$ cat src/rtl/serdes_pkg.sv
// Shared constants and types for the serializer transmit scheduler.
package serdes_pkg;

  localparam int SYM_W        = 10;
  localparam int BITS_PER_SYM = 10;

  // K28.5 comma in both running disparities.
  localparam logic [SYM_W-1:0] K28_5_RDN = 10'b0011111010;
  localparam logic [SYM_W-1:0] K28_5_RDP = 10'b1100000101;

  typedef enum logic {
    ALIGN = 1'b0,
    RUN   = 1'b1
  } state_t;

  // Line polarity inversion applied to every symbol as it is loaded.
  function automatic logic [SYM_W-1:0] apply_pol(input logic [SYM_W-1:0] sym,
                                                 input logic inv);
    return inv ? ~sym : sym;
  endfunction

endpackage

$ cat src/rtl/serdes_tx_sched_if.sv
// Requester/serializer bundle between the link layer, the scheduler and par2ser.
interface serdes_tx_sched_if
  import serdes_pkg::*;
#(
  parameter int NREQ = 2
);
  logic                    en;
  logic                    txpol;
  logic [NREQ-1:0]         req;
  logic [NREQ*SYM_W-1:0]   data_in;
  logic [NREQ-1:0]         ack;
  logic [SYM_W-1:0]        sym_out;
  logic                    load;
  logic [3:0]              bit_idx;
  logic                    link_up;

  // Link-layer side: offers symbols, watches acks and the slot timing.
  modport master (
    output en, txpol, req, data_in,
    input  ack, sym_out, load, bit_idx, link_up
  );

  // Scheduler side.
  modport slave (
    input  en, txpol, req, data_in,
    output ack, sym_out, load, bit_idx, link_up
  );
endinterface

$ cat src/rtl/rr_arbiter.sv
// Combinational round-robin pick: first set request at or after rr_ptr.
module rr_arbiter #(
  parameter int NREQ = 2,
  parameter int PW   = $clog2(NREQ)
) (
  input  logic [NREQ-1:0] req,
  input  logic [PW-1:0]   rr_ptr,
  output logic [NREQ-1:0] grant,
  output logic [PW-1:0]   grant_idx,
  output logic            any_req
);

  logic [PW:0]   sum;
  logic [PW-1:0] idx;

  // Scan NREQ positions starting at rr_ptr, wrapping modulo NREQ.
  always_comb begin
    // NOTE: every output and temporary gets a default before the loop, so no
    // path through this block leaves a value unassigned and no latch is inferred.
    grant     = '0;
    grant_idx = '0;
    any_req   = 1'b0;
    sum       = '0;
    idx       = '0;
    for (int i = 0; i < NREQ; i++) begin
      sum = {1'b0, rr_ptr} + (PW+1)'(i);
      if (sum >= (PW+1)'(NREQ)) begin
        sum = sum - (PW+1)'(NREQ);
      end
      idx = sum[PW-1:0];
      if (!any_req && req[idx]) begin
        any_req    = 1'b1;
        grant[idx] = 1'b1;
        grant_idx  = idx;
      end
    end
  end

endmodule

$ cat src/rtl/serdes_tx_sched.sv
// Transmit scheduler: slot timing, alignment commas and round-robin symbol
// selection for a shared 10-bit serializer.
module serdes_tx_sched
  import serdes_pkg::*;
#(
  parameter int               NREQ      = 2,
  parameter int               ALIGN_CNT = 4,
  parameter logic [SYM_W-1:0] IDLE_SYM  = K28_5_RDN
) (
  input logic              reloj,
  input logic              reset,
  serdes_tx_sched_if.slave bus
);

  localparam int         PW         = $clog2(NREQ);
  localparam logic [3:0] LAST_BIT   = 4'(BITS_PER_SYM - 1);
  localparam logic [3:0] ALIGN_LAST = 4'(ALIGN_CNT - 2);

  state_t            state_q, state_d;
  logic [3:0]        bit_idx_q;
  logic [3:0]        align_cnt_q;
  logic [SYM_W-1:0]  sym_q;
  logic              load_q;
  logic [NREQ-1:0]   ack_q;
  logic [PW-1:0]     rr_ptr_q;

  logic              boundary;
  logic [NREQ-1:0]   grant;
  logic [PW-1:0]     grant_idx;
  logic              any_req;
  logic [SYM_W-1:0]  sel_sym;
  logic [PW-1:0]     ptr_next;

  assign boundary = bus.en && (bit_idx_q == LAST_BIT);

  rr_arbiter #(.NREQ(NREQ), .PW(PW)) u_arb (
    .req       (bus.req),
    .rr_ptr    (rr_ptr_q),
    .grant     (grant),
    .grant_idx (grant_idx),
    .any_req   (any_req)
  );

  // Symbol of the granted requester; the one-hot grant drives the mux.
  always_comb begin
    sel_sym = IDLE_SYM;
    for (int i = 0; i < NREQ; i++) begin
      if (grant[i]) begin
        sel_sym = bus.data_in[i*SYM_W +: SYM_W];
      end
    end
  end

  assign ptr_next = (grant_idx == PW'(NREQ - 1)) ? '0 : grant_idx + 1'b1;

  // Next state: leave ALIGN on the last alignment boundary; RUN is terminal.
  always_comb begin
    state_d = state_q;
    case (state_q)
      ALIGN:   if (boundary && (align_cnt_q == ALIGN_LAST)) state_d = RUN;
      RUN:     state_d = RUN;
      default: state_d = ALIGN;
    endcase
  end

  // State register.
  always_ff @(posedge reloj or posedge reset) begin
    // NOTE: sequential state uses non-blocking assignments so every register
    // samples pre-edge values regardless of statement order.
    if (reset) state_q <= ALIGN;
    else       state_q <= state_d;
  end

  // Bit counter, slot loading, round-robin pointer and output pulses.
  always_ff @(posedge reloj or posedge reset) begin
    if (reset) begin
      bit_idx_q   <= '0;
      align_cnt_q <= '0;
      sym_q       <= IDLE_SYM;
      load_q      <= 1'b0;
      ack_q       <= '0;
      rr_ptr_q    <= '0;
    end else begin
      load_q <= 1'b0;
      ack_q  <= '0;
      if (bus.en) begin
        bit_idx_q <= (bit_idx_q == LAST_BIT) ? 4'd0 : bit_idx_q + 4'd1;
      end
      if (boundary) begin
        load_q <= 1'b1;
        if (state_q == ALIGN) begin
          sym_q       <= apply_pol(IDLE_SYM, bus.txpol);
          align_cnt_q <= align_cnt_q + 4'd1;
        end else if (any_req) begin
          sym_q    <= apply_pol(sel_sym, bus.txpol);
          ack_q    <= grant;
          rr_ptr_q <= ptr_next;
        end else begin
          sym_q <= apply_pol(IDLE_SYM, bus.txpol);
        end
      end
    end
  end

  assign bus.sym_out = sym_q;
  assign bus.load    = load_q;
  assign bus.ack     = ack_q;
  assign bus.bit_idx = bit_idx_q;
  assign bus.link_up = (state_q == RUN);

endmodule

$ cat src/flat_wrapper.sv
// flat-port wrapper written by rule: the top's interface ports become plain ports
module serdes_tx_sched_flat import serdes_pkg::*;
#(
  parameter int               NREQ      = 2,
  parameter int               ALIGN_CNT = 4,
  parameter logic [SYM_W-1:0] IDLE_SYM  = K28_5_RDN
)
  (reloj, reset, bus_en, bus_txpol, bus_req, bus_data_in, bus_ack, bus_sym_out, bus_load, bus_bit_idx, bus_link_up);
  serdes_tx_sched_if #(.NREQ(NREQ)) bus_i ();
  input logic reloj;
  input logic reset;
  input wire logic [$bits(bus_i.en)-1:0] bus_en;
  input wire logic [$bits(bus_i.txpol)-1:0] bus_txpol;
  input wire logic [$bits(bus_i.req)-1:0] bus_req;
  input wire logic [$bits(bus_i.data_in)-1:0] bus_data_in;
  output wire logic [$bits(bus_i.ack)-1:0] bus_ack;
  output wire logic [$bits(bus_i.sym_out)-1:0] bus_sym_out;
  output wire logic [$bits(bus_i.load)-1:0] bus_load;
  output wire logic [$bits(bus_i.bit_idx)-1:0] bus_bit_idx;
  output wire logic [$bits(bus_i.link_up)-1:0] bus_link_up;
  assign bus_i.en = bus_en;
  assign bus_i.txpol = bus_txpol;
  assign bus_i.req = bus_req;
  assign bus_i.data_in = bus_data_in;
  assign bus_ack = bus_i.ack;
  assign bus_sym_out = bus_i.sym_out;
  assign bus_load = bus_i.load;
  assign bus_bit_idx = bus_i.bit_idx;
  assign bus_link_up = bus_i.link_up;
  serdes_tx_sched #(.NREQ(NREQ), .ALIGN_CNT(ALIGN_CNT), .IDLE_SYM(IDLE_SYM)) u_core (.reloj(reloj), .reset(reset), .bus(bus_i));
endmodule
$ cat config.mk
export PLATFORM = sky130hd
export DESIGN_NAME = serdes_tx_sched_flat
export DESIGN_NICKNAME = d
export VERILOG_FILES = /design/src/rtl/serdes_pkg.sv /design/src/rtl/serdes_tx_sched_if.sv /design/src/rtl/rr_arbiter.sv /design/src/rtl/serdes_tx_sched.sv /design/src/flat_wrapper.sv
export SDC_FILE = /design/constraint.sdc
export NUM_CORES = 1
export LEC_CHECK = 0
export CAP_MARGIN = 30
export CORE_MARGIN = 4
export CORE_UTILIZATION = 48
export DETAILED_ROUTE_END_ITERATION = 10
export PLACE_DENSITY_LB_ADDON = 0.25
export SYNTH_ARGS = -nofsm -noshare
export SYNTH_HDL_FRONTEND = slang
export SYNTH_HIERARCHICAL = 1
export SYNTH_SLANG_ARGS = --single-unit
$ cat constraint.sdc
create_clock -name reloj -period 3 [get_ports reloj]
set_clock_uncertainty 0.05 [all_clocks]
set_input_delay 0.3 -clock reloj [delete_from_list [all_inputs] [get_ports reloj]]
set_output_delay 0.3 -clock reloj [all_outputs]
set_load 0.02 [all_outputs]
; ---- After elaboration in Yosys (flattened, before gate mapping)
; Cells that the tools add are included.
[totals]
ff_bits = 23
latch_bits = 0
ramBits = 0
mem_bits_ro = 0
input_bits = 26
output_inout_bits = 18
memories = 0
[op_classes]
add_sub_neg = 6
n_mul = 0
div = 0
n_lt_le_gt_ge = 6
n_eq_ne = 2
shift = 0
n_mux = 30
bitwise_logic = 3
n_reduce_logical = 8
[op_table]
columns = cell, n
row1 = two-way mux 10 bit, 6
row2 = two-way mux 1 bit, 15
row3 = two-way mux 2 bit, 5
row4 = NOT 10 bit, 1
row5 = "adder 4 x 1 -> 4 bit, second input constant", 2
row6 = logical AND 1 bit, 5
row7 = "equality test 4 x 2 -> 1 bit, second input constant", 1
row8 = "equality test 4 bit, second input constant", 1
row9 = "< comparator 1 x 2 -> 1 bit, second input constant", 2
row10 = two-way mux 4 bit, 1
row11 = AND reduction 3 bit, 1
row12 = "adder 1 x 1 -> 2 bit, second input constant", 1
row13 = demux 1 bit (select 1 bit), 2
row14 = "greater-or-equal comparator 1 bit, second input constant", 2
row15 = "greater-or-equal comparator 1 x 2 -> 1 bit, second input constant", 1
row16 = "greater-or-equal comparator 2 bit, second input constant", 1
row17 = OR 2 bit, 1
row18 = one-hot mux 1 bit (2 select lines), 1
row19 = AND reduction 2 bit, 1
row20 = "subtractor 1 bit, second input constant", 2
row21 = "adder 1 bit, second input constant", 1
row22 = zero test 1 bit, 1
row23 = NOT 1 bit, 1

; ---- Depth between registers and ports, before layout
; Gate-level depths: netlist of the first run.
[depth]
ltp_word = 15
mapped_depth = 7
mapped_depth_nobuf = 6

; ---- Modules after synthesis
; Netlist of the first run, hierarchy kept.
[modules_own_cells]
columns = module, n_inst, cells_each, area_per_inst_um2
row1 = serdes_tx_sched, 1, 127, 1209.9
row2 = rr_arbiter, 1, 5, 32.5

; ---- Worst setup path before layout of the first run
; Ideal clock, no wire load.
[synth_path]
kind = reg-to-reg
from = register u_core.bit_idx_q[2], in the netlist u_core/bus.bit_idx[2]
to = register u_core.align_cnt_q[2]
setup_time_ps = 79
arrival_ps = 1467
t_required_ps = 2871
setup_slack_ps = 1403
stages_incl_launch_ff = 6
cell_sequence = dfrtp_1 > nand2b_1 > or3_1 > buf_6 > nor3b_2 > xor2_1
[synth_between]
elab_chain_cells = 3
[synth_lines]
columns = item, line_no
row1 = start: declaration, serdes_tx_sched.sv:20  ; logic [3:0] bit_idx_q;
row2 = start signal: assignment, serdes_tx_sched.sv:87  ; bit_idx_q <= (bit_idx_q == LAST_BIT) ? 4'd0 : bit_idx_q + 4'd1;
row3 = equality test 4 bit, serdes_tx_sched.sv:34  ; assign boundary = bus.en && (bit_idx_q == LAST_BIT);
row4 = logical AND 1 bit, serdes_tx_sched.sv:34
row5 = AND reduction 2 bit (no source line), --
row6 = end signal: assignment, serdes_tx_sched.sv:93  ; align_cnt_q <= align_cnt_q + 4'd1;
row7 = end: declaration, serdes_tx_sched.sv:21  ; logic [3:0] align_cnt_q;
; Every way passes these cells.
; A chain may end at the register's enable or synchronous reset.

; ---- Worst setup path in the final report of the first run
[layout_path]
from = register u_core.bit_idx_q[2], in the netlist u_core/bus.bit_idx[2]
to = register u_core.align_cnt_q[3]
; The elaborated chain is that of the path after synthesis.

==> results of run 1 <==
[routing by layer]
metal  track usage  vias to the layer above  routed length [microns]
li1              -                      525                        -
met4        0.0680                        0                       25
met2         0.304                       34                     1360
met5             0                        -                        0
met1         0.223                      477                     1170
met3        0.0175                        2                      159
[how the worst max path moves through the flow]
stage / start / to / slack [ns] / cells past startpoint
finish: u_core/bus.bit_idx[2] / u_core/align_cnt_q[3] / 1.04 / 4
CTS: u_core/bus.bit_idx[2] / u_core/align_cnt_q[3] / 1.02 / 4
global placement: bus_req[0] / u_core/bus.sym_out[9] / 0.82 / 6
detailed placement: bus_en / u_core/align_cnt_q[3] / 0.73 / 5
floorplan: u_core/bus.bit_idx[2] / u_core/align_cnt_q[2] / 1.40 / 5
global route: bus_req[0] / u_core/bus.sym_out[1] / 0.85 / 6
[layout by cell type, fill, tap and decap left out, drive strengths merged, types with 2 or more instances in the layout]
cell type,count
a21boi,3
nand3b,4
a21oi,4
xor2,3
o21ai,19
o31ai,2
inv,4
nand3,2
clkbuf,3
clkdlybuf4s50,43
dfstp,6
nor2,3
ha,2
nor2b,6
and3,2
nor3b,7
xnor2,12
nand2,21
dfrtp,17
[report_power, final]
part,switching (mW),total (mW),internal [mW],leakage (nW)
Combinational,0.329,0.648,0.318,0.410
Clock,0.0902,0.140,0.0497,0.0177
Sequential,0.104,0.567,0.463,0.281
Total,0.523,1.35,0.831,0.709
[final cells by class]
type,count,share of cell area
clock inverter,1,0.00293
multi-input combinational,98,0.356
inverter,4,0.00878
sequential,23,0.341
timing repair buffer,44,0.256
tap,30,0.0220
clock buffer,3,0.0132
[registers in the layout, indices dropped and copies added, names as in the netlist]
| name | cells |
|---|---|
| u_core/bus.bit_idx | 4 |
| u_core/bus.ack | 2 |
| u_core/bus.link_up | 1 |
| u_core/align_cnt_q | 4 |
| u_core/rr_ptr_q | 1 |
| u_core/bus.load | 1 |
| u_core/bus.sym_out | 10 |
[worst register-to-register path, cell delays in order (launching register included)]
cell      delay [ns]
dfrtp_1         0.45
nand2b_1        0.19
or3_1           0.72
nor3_2          0.31
xor2_1          0.18
[cell families (layout without fill, tap and decap cells)]
group                      after synthesis  count (layout)  share of synthesized area
buffers and inverters                   11              52                     0.0413
DFF                                     23              23                      0.469
adders and majority gates                2               2                     0.0201
xor gates and xnor gates                15              15                      0.106
and+or+nand+nor                         51              51                      0.226
muxes                                    1               1                    0.00806
AOI/OAI and AO/OA                       29              29                      0.130
[synthesized netlist by cell type]
library cell	n	area [sq um]
dfrtp_1	17	425
xnor2_1	12	105
and2b_1	1	7.51
o21ai_1	10	50.1
o21ai_0	9	45.0
nor3b_1	6	45.0
buf_6	1	11.3
nand2b_1	1	6.26
dfstp_2	6	158
ha_1	2	25.0
nand2_1	21	78.8
buf_1	1	3.75
mux2i_1	1	10.0
o31ai_1	2	15.0
and3_1	2	12.5
inv_1	4	15.0
nor3b_2	1	12.5
clkbuf_1	3	11.3
xor2_1	3	26.3
a21oi_1	4	20.0
and2_0	1	6.26
nor2_1	3	11.3
or3_1	1	6.26
nand3b_1	4	30.0
nor3_2	1	10.0
nand3_1	2	10.0
a21boi_1	3	22.5
nor2b_1	6	37.5
or2_1	1	6.26
buf_2	2	10.0
a31o_2	1	8.76
[metrics by stage]
step / util / hold WS (ns) / worst slack (ns) / total power [mW]
floorplan: - / 0.247 / 1.40 / 0.926
global placement: 0.679 / 0.400 / 0.825 / 1.20
detailed placement: 0.679 / 0.402 / 0.735 / 1.23
CTS: 0.690 / 0.420 / 1.02 / 1.37
global route: 0.690 / 0.439 / 0.851 / 1.46
finish: 0.690 / 0.412 / 1.04 / 1.35
==> impl_metrics.env, run 1 <==
export IMPL_syn_inst=132
export IMPL_wl_per_cell_microns=13.4
export IMPL_h_tree_depth=1
export IMPL_p_per_area_mw_per_mm2=793
export IMPL_hpwlAfterDp_microns=2130
export IMPL_post_cts_resized=0
export IMPL_postCtsHoldBufs=0
export IMPL_gp_congestion=0.733
export IMPL_final_design_area_no_fill_sq_mm=0.00171
export IMPL_worstSetupPathType="register to register"
export IMPL_drc=0
export IMPL_path_cells="nand2b_1 -> or3_1 -> nor3_2 -> xor2_1"
export IMPL_multi_input_area_sq_um=608
export IMPL_grt_pass1_vias=1018
export IMPL_dieArea_sq_mm=0.00347
export IMPL_synth_cell_type_count=31
export IMPL_crit_family="simple AND/OR/NAND/NOR gates"
export IMPL_path_clk_slew_ns=0.12
export IMPL_synth_avg_cell_area_sq_um=9.41
export IMPL_maxSlewViolCount=0
export IMPL_hp_class="primary input to async pin"
export IMPL_worstReg2RegEnd="u_core/align_cnt_q[3]"
export IMPL_area_growth_pct=37.6
export IMPL_setup_viol=0
export IMPL_final_cells=203
export IMPL_slowest_stage="or3_1"
export IMPL_drv_cap=0
export IMPL_cts_tree="done"
export IMPL_ys_ff_latch=23
export IMPL_grt_pass1_wl_microns=4600
export IMPL_synth_nets=160
export IMPL_fin_crit_sh=0.655
export IMPL_antenna_cells=0
export IMPL_peakVddDrop_v=0.000513
export IMPL_cts_sinks=23
export IMPL_port_buffers=43
export IMPL_tns_ns=0
export IMPL_fill_cells=221
export IMPL_required_ns=3.18
export IMPL_regArea_sq_um=583
export IMPL_rsz0062_at_grt="no"
export IMPL_overflow=0
export IMPL_status="finished clean"
export IMPL_die_w_microns=58.9
export IMPL_drtIter0Drc=41
export IMPL_grt_max_degree=29
export IMPL_p_leak_nw=0.709
export IMPL_placed_cells=199
export IMPL_io_pins=44
export IMPL_hold_viol_final=0
export IMPL_wl_microns=2710
export IMPL_placed_cell_area_sq_mm=0.00168
export IMPL_clk_latency_ns=0.30
export IMPL_clock_path_buffers=2
export IMPL_min_period_ns=1.96
export IMPL_seq_area_frac_synth=0.469
export IMPL_max_freq_ghz=0.509
export IMPL_path_buf_inv=0
export IMPL_cp_max_fo=28
export IMPL_cts_setup_buffers=0
export IMPL_initial_core_util=0.502
export IMPL_endpoint_kind="register"
export IMPL_antenna_left=0
export IMPL_via_count=1038
export IMPL_r2r_slack_ns=1.04
export IMPL_cp_slowest_stage_delay_ns=0.72
export IMPL_worst_slew_pin_slew_ns=0.881
export IMPL_cp_data_arrival_time_ns=2.15
export IMPL_core_sq_mm=0.00248
export IMPL_numCtsBuffers=3
export IMPL_r2r_start="u_core/bus.bit_idx[2]"
export IMPL_syn_area_sq_mm=0.00124
export IMPL_nets=202
export IMPL_placementRows=18
export IMPL_drive_gt1_frac=0.0809
export IMPL_die_height_microns=58.9
export IMPL_slew_headroom=0.413
export IMPL_worst_setup_path_start_kind="register"
export IMPL_gr_usage_all_layers=0.175
export IMPL_dr_pass1_iters=4
export IMPL_yosysWarnings=6
export IMPL_antenna_found_initial=0
export IMPL_rr_worst_depth=4
export IMPL_cts_root_buf="clkbuf_4"
export IMPL_vias_per_cell=5.11
Power figures use the tool's default switching activity.
==> run 2: changes to the inputs <==
CORE_UTILIZATION = 40   (was 48)
clock period = 1.7 ns   (was 3 ns; I/O delays follow)
==> run 2 against run 1 <==
Net effect: setup slack lost 0.95 ns; count of clock-buffer cells in the layout is the same; sequential share of layout area shrank 2.0 points; global-route usage shrank 3.0 points; combinational power grew 87%; first-iteration DRC count shrank 37%; utilization shrank 5.2 points; register-to-register slack lost 0.84 ns; largest cell class unchanged.
==> impl_metrics.env, run 2 (synthesis gave the netlist of run 1 again) <==
export IMPL_cp_max_fo=4
export IMPL_p_sw_mw=0.918
export IMPL_p_comb_frac=0.498
export IMPL_cp_slowest_stage_delay_ns=0.60
export IMPL_min_period_ns=1.61
export IMPL_nets=213
export IMPL_drive_gt1_frac=0.152
export IMPL_regArea_sq_um=584
export IMPL_peakVddDrop_v=0.000680
export IMPL_hold_viol_final=0
export IMPL_cts_root_buf="clkbuf_4"
export IMPL_path_clk_slew_ns=0.13
export IMPL_antenna_cells=0
export IMPL_worst_setup_path_start_kind="register"
export IMPL_die_w_microns=63.7
export IMPL_hpwlAfterDp_microns=2140
export IMPL_dieArea_sq_mm=0.00406
export IMPL_drc=0
export IMPL_rsz0062_at_grt="no"
export IMPL_switching_share=0.378
export IMPL_fill_cells=248
export IMPL_drv_cap=0
export IMPL_port_buffers=43
export IMPL_placed_cells=211
export IMPL_p_int_mw=1.51
export IMPL_numCtsBuffers=3
export IMPL_gr_usage_all_layers=0.145
export IMPL_antenna_found_initial=0
export IMPL_worst_slew_pin_slew_ns=0.316
export IMPL_overflow=0
export IMPL_initial_core_util=0.436
export IMPL_largest_reg_flops=10
export IMPL_worstSetupPathType="register to primary output"
export IMPL_io_pins=44
export IMPL_clk_latency_ns=0.30
export IMPL_h_tree_depth=1
export IMPL_grt_pass1_wl_microns=4800
export IMPL_placementRows=19
export IMPL_drtIter0Drc=26
export IMPL_wl_per_cell_microns=12.4
export IMPL_gp_congestion=0.755
export IMPL_fin_crit_sh=0.948
export IMPL_grt_max_degree=24
export IMPL_path_buf_inv=2
export IMPL_cts_tree="done"
export IMPL_via_count=1053
export IMPL_status="finished clean"
export IMPL_area_growth_pct=46.5
export IMPL_setup_viol=0
export IMPL_fin_ws_ns=0.0892
export IMPL_multi_input_area_sq_um=618
export IMPL_clock_path_buffers=2
export IMPL_core_sq_mm=0.00285
export IMPL_max_freq_ghz=0.621
export IMPL_slew_headroom=0.789
export IMPL_wl_microns=2660
export IMPL_slowest_stage="clkdlybuf4s50_1"
export IMPL_required_ns=1.48
export IMPL_grt_pass1_vias=1135
export IMPL_dr_pass1_iters=3
export IMPL_tns_ns=0
export IMPL_layout_common_cells="35 x clkdlybuf4s50_1, 21 x nand2_1, 16 x dfrtp_1"
export IMPL_cts_setup_buffers=0
export IMPL_p_seq_frac=0.400
export IMPL_endpoint_kind="primary output"
export IMPL_final_cells=215
export IMPL_crit_family="buffers and inverters"
export IMPL_maxSlewViolCount=0
export IMPL_path_cells="buf_4 -> clkdlybuf4s50_1"
export IMPL_p_leak_nw=0.861
export IMPL_cp_data_arrival_time_ns=1.39
export IMPL_antenna_left=0
export IMPL_p_clk_frac=0.102
export IMPL_place_ws_ns=-0.0952
export IMPL_die_height_microns=63.7
export IMPL_hp_class="primary input to async pin"
export IMPL_cts_sinks=23
export IMPL_final_common_cell="clkdlybuf4s50_1"
export IMPL_vias_per_cell=4.90
export IMPL_p_per_area_mw_per_mm2=1330
## run 2: path summary, 6_finish.rpt
| kind | start | end | slack [ns] | depth (start not counted) |
|---|---|---|---|---|
| max reg2reg | u_core/rr_ptr_q | u_core/bus.sym_out[5] | 0.20 | 6 |
| min | reset | u_core/bus.bit_idx[0] | 0.13 | 3 |
| min reg2reg | u_core/bus.sym_out[4] | u_core/bus.sym_out[4] | 0.42 | 2 |
| max | u_core/bus.bit_idx[2] | bus_bit_idx[2] | 0.09 | 2 |
| min in group reloj | u_core/bus.sym_out[4] | u_core/bus.sym_out[4] | 0.42 | 2 |
| max in group asynchronous | reset | u_core/bus.sym_out[5] | 1.19 | 3 |
## run 2: per-layer routing
metal,wire (microns),GRT usage,part of all wire,vias to the layer above
li1,-,-,-,542
met2,1420,0.278,0.53,24
met1,1100,0.163,0.41,485
met3,106,0.0175,0.040,2
met4,28,0.0566,0.011,0
met5,0,0,0,-
## run 2: what timing repair did
action                     CTS  global route
gates resized for setup      2             9
setup endpoints to repair    3             9
hold buffers                 0             0
## run 2: tightest hold or removal path, delay by kind of cell
family | cells | cell delay [ns]
buffers and inverters | 3 | 0.72
## run 2: per-stage QoR
stage	power [mW]	hold slack, ns	area [sq um]	utilization
after global routing	2.64	0.181	1820	0.638
after detailed placement	2.23	0.404	1770	0.619
after CTS	2.48	0.130	1790	0.629
after global placement	2.19	0.402	1770	0.619
after floorplan	1.63	0.117	1240	-
final	2.43	0.132	1820	0.638
## run 2: cell type report
type / instances / share of cell area
multi-input combinational: 98 / 0.340
sequential: 23 / 0.321
timing repair buffer: 55 / 0.295
tap: 31 / 0.0213
clock buffer: 3 / 0.0124
inverter: 4 / 0.00825
clock inverter: 1 / 0.00275
## run 2: power groups by stage
stage / combinational, mW / clock (mW) / sequential (mW)
final: 1.21 / 0.247 / 0.970
after global routing: 1.34 / 0.296 / 1.01
after CTS: 1.24 / 0.265 / 0.976
after detailed placement: 1.24 / 0 / 0.986
after global placement: 1.21 / 0 / 0.973
after floorplan: 0.421 / 0 / 1.21
